$ cat src/rtl/byte_serial_adder.sv
// Multi-byte adder: sums two NUM_BYTES-wide operands one byte per clock, LSB first.
// Optional macro BYTE_SERIAL_SUB_EN adds an in_sub port that turns the operation into A-B.
module byte_serial_adder #(
  parameter int unsigned NUM_BYTES = 4
) (
  input  logic                   clk,
  input  logic                   rst,
  input  logic                   in_valid,
  output logic                   in_ready,
  input  logic [8*NUM_BYTES-1:0] in_a,
  input  logic [8*NUM_BYTES-1:0] in_b,
`ifdef BYTE_SERIAL_SUB_EN
  input  logic                   in_sub,
`endif
  output logic                   out_valid,
  input  logic                   out_ready,
  output logic [8*NUM_BYTES-1:0] out_sum,
  output logic                   out_carry,
  output logic                   busy
);

  localparam int unsigned W    = 8 * NUM_BYTES;
  localparam int unsigned IdxW = (NUM_BYTES > 1) ? $clog2(NUM_BYTES) : 1;
  localparam logic [IdxW-1:0] LastIdx = IdxW'(NUM_BYTES - 1);

  typedef enum logic [1:0] {StIdle, StAdd, StDone} state_e;

  state_e          state_q, state_d;
  logic [W-1:0]    a_q, a_d, b_q, b_d, sum_q, sum_d;
  logic [IdxW-1:0] idx_q, idx_d;
  logic            carry_q, carry_d, cout_q, cout_d;
  logic            sub_q, sub_d, sub_in;
  logic [7:0]      a_byte, b_byte;
  logic [8:0]      add9;

`ifdef BYTE_SERIAL_SUB_EN
  assign sub_in = in_sub;
`else
  assign sub_in = 1'b0;
`endif

  always_comb begin
    state_d = state_q;
    a_d     = a_q;
    b_d     = b_q;
    sub_d   = sub_q;
    idx_d   = idx_q;
    carry_d = carry_q;
    sum_d   = sum_q;
    cout_d  = cout_q;
    a_byte  = a_q[{idx_q, 3'b000} +: 8];
    // Subtraction is A + ~B + 1: invert B bytes, seed the carry with 1.
    b_byte  = b_q[{idx_q, 3'b000} +: 8] ^ {8{sub_q}};
    add9    = {1'b0, a_byte} + {1'b0, b_byte} + {8'b0, carry_q};
    case (state_q)
      StIdle: begin
        if (in_valid) begin
          a_d     = in_a;
          b_d     = in_b;
          sub_d   = sub_in;
          carry_d = sub_in;
          idx_d   = '0;
          state_d = StAdd;
        end
      end
      StAdd: begin
        sum_d[{idx_q, 3'b000} +: 8] = add9[7:0];
        carry_d = add9[8];
        if (idx_q == LastIdx) begin
          // Park the index at 0 so it never points past the top byte.
          idx_d   = '0;
          cout_d  = add9[8];
          state_d = StDone;
        end else begin
          idx_d = idx_q + 1'b1;
        end
      end
      StDone: begin
        if (out_ready) begin
          state_d = StIdle;
        end
      end
      default: state_d = StIdle;
    endcase
  end

  always_ff @(posedge clk) begin
    if (rst) begin
      state_q <= StIdle;
      a_q     <= '0;
      b_q     <= '0;
      sub_q   <= 1'b0;
      idx_q   <= '0;
      carry_q <= 1'b0;
      sum_q   <= '0;
      cout_q  <= 1'b0;
    end else begin
      state_q <= state_d;
      a_q     <= a_d;
      b_q     <= b_d;
      sub_q   <= sub_d;
      idx_q   <= idx_d;
      carry_q <= carry_d;
      sum_q   <= sum_d;
      cout_q  <= cout_d;
    end
  end

  assign in_ready  = (state_q == StIdle);
  assign out_valid = (state_q == StDone);
  assign busy      = (state_q != StIdle);
  assign out_sum   = sum_q;
  assign out_carry = cout_q;

endmodule

$ cat config.mk
export PLATFORM = sky130hd
export DESIGN_NAME = byte_serial_adder
export DESIGN_NICKNAME = d
export VERILOG_FILES = /design/src/rtl/byte_serial_adder.sv
export SDC_FILE = /design/constraint.sdc
export NUM_CORES = 1
export LEC_CHECK = 0
export CAP_MARGIN = 20
export CORE_AREA = 4 4 106 108
export DETAILED_ROUTE_END_ITERATION = 8
export DIE_AREA = 0 0 110 112
export PLACE_DENSITY_LB_ADDON = 0.12
export SLEW_MARGIN = 20
export SYNTH_ARGS = -nofsm -noshare
export SYNTH_HDL_FRONTEND = slang
export SYNTH_SLANG_ARGS = --single-unit
$ cat constraint.sdc
create_clock -name clk -period 2.9 [get_ports clk]
set_input_delay 0.58 -clock clk [delete_from_list [all_inputs] [get_ports clk]]
set_output_delay 0.58 -clock clk [all_outputs]
set_load 0.005 [all_outputs]
==> impl_results.md <==
- Status: finished, final reports clean
- Antenna Nets Post-Route: 0
- Setup CP Type: flop to flop
- Core Area: 0.0102 mm²
- Mapped Area: 0.00452 mm²
- CP max-delay cell: mux4_2
- Clock Tree Root: clkbuf_8
- Mapped Avg Cell Area: 8.79 µm²
- GR met2 Demand/Resource: 31.3%
- Actual slew at the worst max-slew pin: 0.635 ns
- Async set-reset flop share out of synthesis: 0%
- Synth Flop Type: dfxtp_1
- Hold Path Depth: 2
- Post-synth top area cell: dfxtp_1
- Cell variety after synth: 42
- Post-CTS setup buffer count: 0
- Drt first-iter violations: 168
- Vias per Instance: 5.24
- TritonCTS clock tree: yes
- Worst VDD drop: 0.299 mV
- CP bufs+invs: 2
- Die area: 0.0123 mm²
- Post-synth EDFFs: 0
- Min-delay worst type: flop to flop
- Hold_buf cts: 0
- Final Power: 2.86 mW
- Clock sinks: 102
- Worst path max stage delay: 0.55 ns
- Setup violations, final: 0
- Buffers on Ports: 103
- Largest net degree at the start of global routing: 65
- Routed WL per cell: 15.3 µm
- Number of global-route vias before repair: 3766
- GRT Overall Usage: 19.1%
- PD cells: 485 mW/mm²
- Core Rows: 37
- Syn_nets: 597
- Initial core utilization: 44.1%
- Crit start category: flop
- Final Cell Area: 0.00591 mm²
- DR DRC count: 0
- Largest delay share family, worst path: multiplexers
- Share of cells above drive strength 1: 8.99%
- Vias post-DR: 3919
- Critical Path, Cell by Cell: buf_8, mux4_2, ha_1, a21o_1, a21oi_1, buf_4, or4_1, a31oi_1
- Final setup skew: 0.00804 ns
- Gr busiest metal: met2
- Fillers: 957
- DP Wirelength: 8690 µm
- Min cycle time layout: 2.71 ns
- Worst skew pair latency: 0.37 ns
- Initial antenna violation count: 0
- H-tree Lvls: 3
- First-pass GRT wire length: 18800 µm
- Synth top area share: 45.2%
- Die span in x: 110 µm
- Register area share after synthesis: 45.2%
- Largest cells by area after synthesis: dfxtp_1 (45%), nand2_1 (12%), a21oi_1 (8.4%)
- Reg2Reg Setup Slack: 0.19 ns
- Drt first pass iters: 4
- Hold Path Origin: out_sum[12]
- Die Ht: 112 µm
- Total CTS buffers: 9
- Clk pin slew, worst setup/hold paths: 0.09 ns
- Antenna cells: 0
- Total gr overflow: 0
- Leakage power total: 2.10 nW
- Critical Path RT: 3.19 ns
- Met1 usage: 25.6%
- Period utilization: 93.5%
- Synth Warn #: 0
- PostCTS Resize Cnt: 0
- Met3 usage: 4.29%
- GPL Wtd Cong: 0.995
- Placed cell area: 0.00567 mm²
- Post-layout nets: 690
- Commonest non-fill, non-tap cell in the layout: nand2_1
- Yosys reg bits: 102
- Reg2Reg Depth: 8
- Commonest non-fill, non-tap cells in the layout: nand2_1 (139), dfxtp_1 (102), clkdlybuf4s50_1 (102), a21oi_1 (75), nor2_1 (21)
- R2R Path Start: idx_q[0]
- Drt total wl: 11400 µm
- Maximum clock rate: 369 MHz
- Final Slew Violations: 0
- Max_slew headroom: 57.7%
- Max_cap viols: 0
- CP max FO: 19
- Critical path arrival: 3.00 ns
- IO Pins: 104
- Mapped Cells: 514
- Final Hold Viols: 0
- WP depth: 8
- Critical path launch point: idx_q[0]
- Hold slack final: 0.457 ns
- Max Root-Sink Buffers: 2
- Crit path capture type: flop
- Area Overhead vs Synth: 30.8%
==> flip-flops by register name (all words and copies together), names as in the netlist <==
name,count
a_q,32
b_q,32
carry_q,1
idx_q,2
out_carry,1
out_sum,32
state_q,2
==> through the flow <==
step	util [%]	TNS (ns)	setup slack (ns)	cells
CTS	57.5	0	0.0523	748
finish	57.7	0	0.189	748
floorplan	-	0	0.0980	514
global placement	55.4	0	0.143	732
detailed placement	55.4	0	0.0805	732
global route	57.7	-0.0126	-0.0126	748
==> final timing paths <==
check	end
worst max-delay path	out_sum[11]
worst min-delay path	out_sum[12]
worst max register to register	out_sum[11]
worst min register to register	out_sum[12]
==> cell usage after synthesis (2+ instances only) <==
cell type	count
nand3_1	5
dfxtp_1	102
nor2_1	21
or3_1	2
a21o_1	2
o21ai_0	16
a211oi_1	4
fa_1	2
o211ai_1	7
inv_1	12
nand2b_1	3
nand3b_1	15
or4_1	2
ha_1	13
buf_2	9
xnor2_1	2
clkbuf_1	21
a21oi_1	76
a21boi_0	2
nor2b_1	2
or3b_1	3
a31oi_1	4
mux4_2	16
a22oi_1	15
buf_4	2
nand2_1	140
==> area by class of cell <==
| type | instances | area, µm² | area share [%] |
|---|---|---|---|
| Multi-Input combinational cell | 368 | 2310 | 39.2 |
| Sequential cell | 102 | 2040 | 34.6 |
| Timing Repair Buffer | 114 | 1130 | 19.1 |
| Tap cell | 136 | 170 | 2.88 |
| Clock buffer | 11 | 141 | 2.39 |
| Clock inverter | 5 | 66.3 | 1.12 |
| Inverter | 12 | 45.0 | 0.762 |
==> metal layers <==
metal | wire (µm) | part of all wire [%]
met3 | 566 | 5.0
met4 | 182 | 1.6
met2 | 5620 | 49
met1 | 5050 | 44
met5 | 0 | 0
==> cell families after synthesis <==
group                    synth area share [%]
AND/OR/NAND/NOR                          20.9
AO/OA/AOI/OAI                            16.7
flip-flops                               45.2
buffers and inverters                    4.07
multiplexers                             8.20
adder cells (fa/ha/maj)                  4.49
XOR/XNOR                                0.388
==> where the power goes <==
group	switching [mW]	internal, mW
Clock	0.499	0.434
Combinational	0.213	0.219
Sequential	0.0404	1.46
==> worst min-delay path: stages (launching register included) <==
cell,delay (ns)
dfxtp_1,0.32
nand2_1,0.05
a21oi_1,0.05
(Power assumes the default switching activity.)
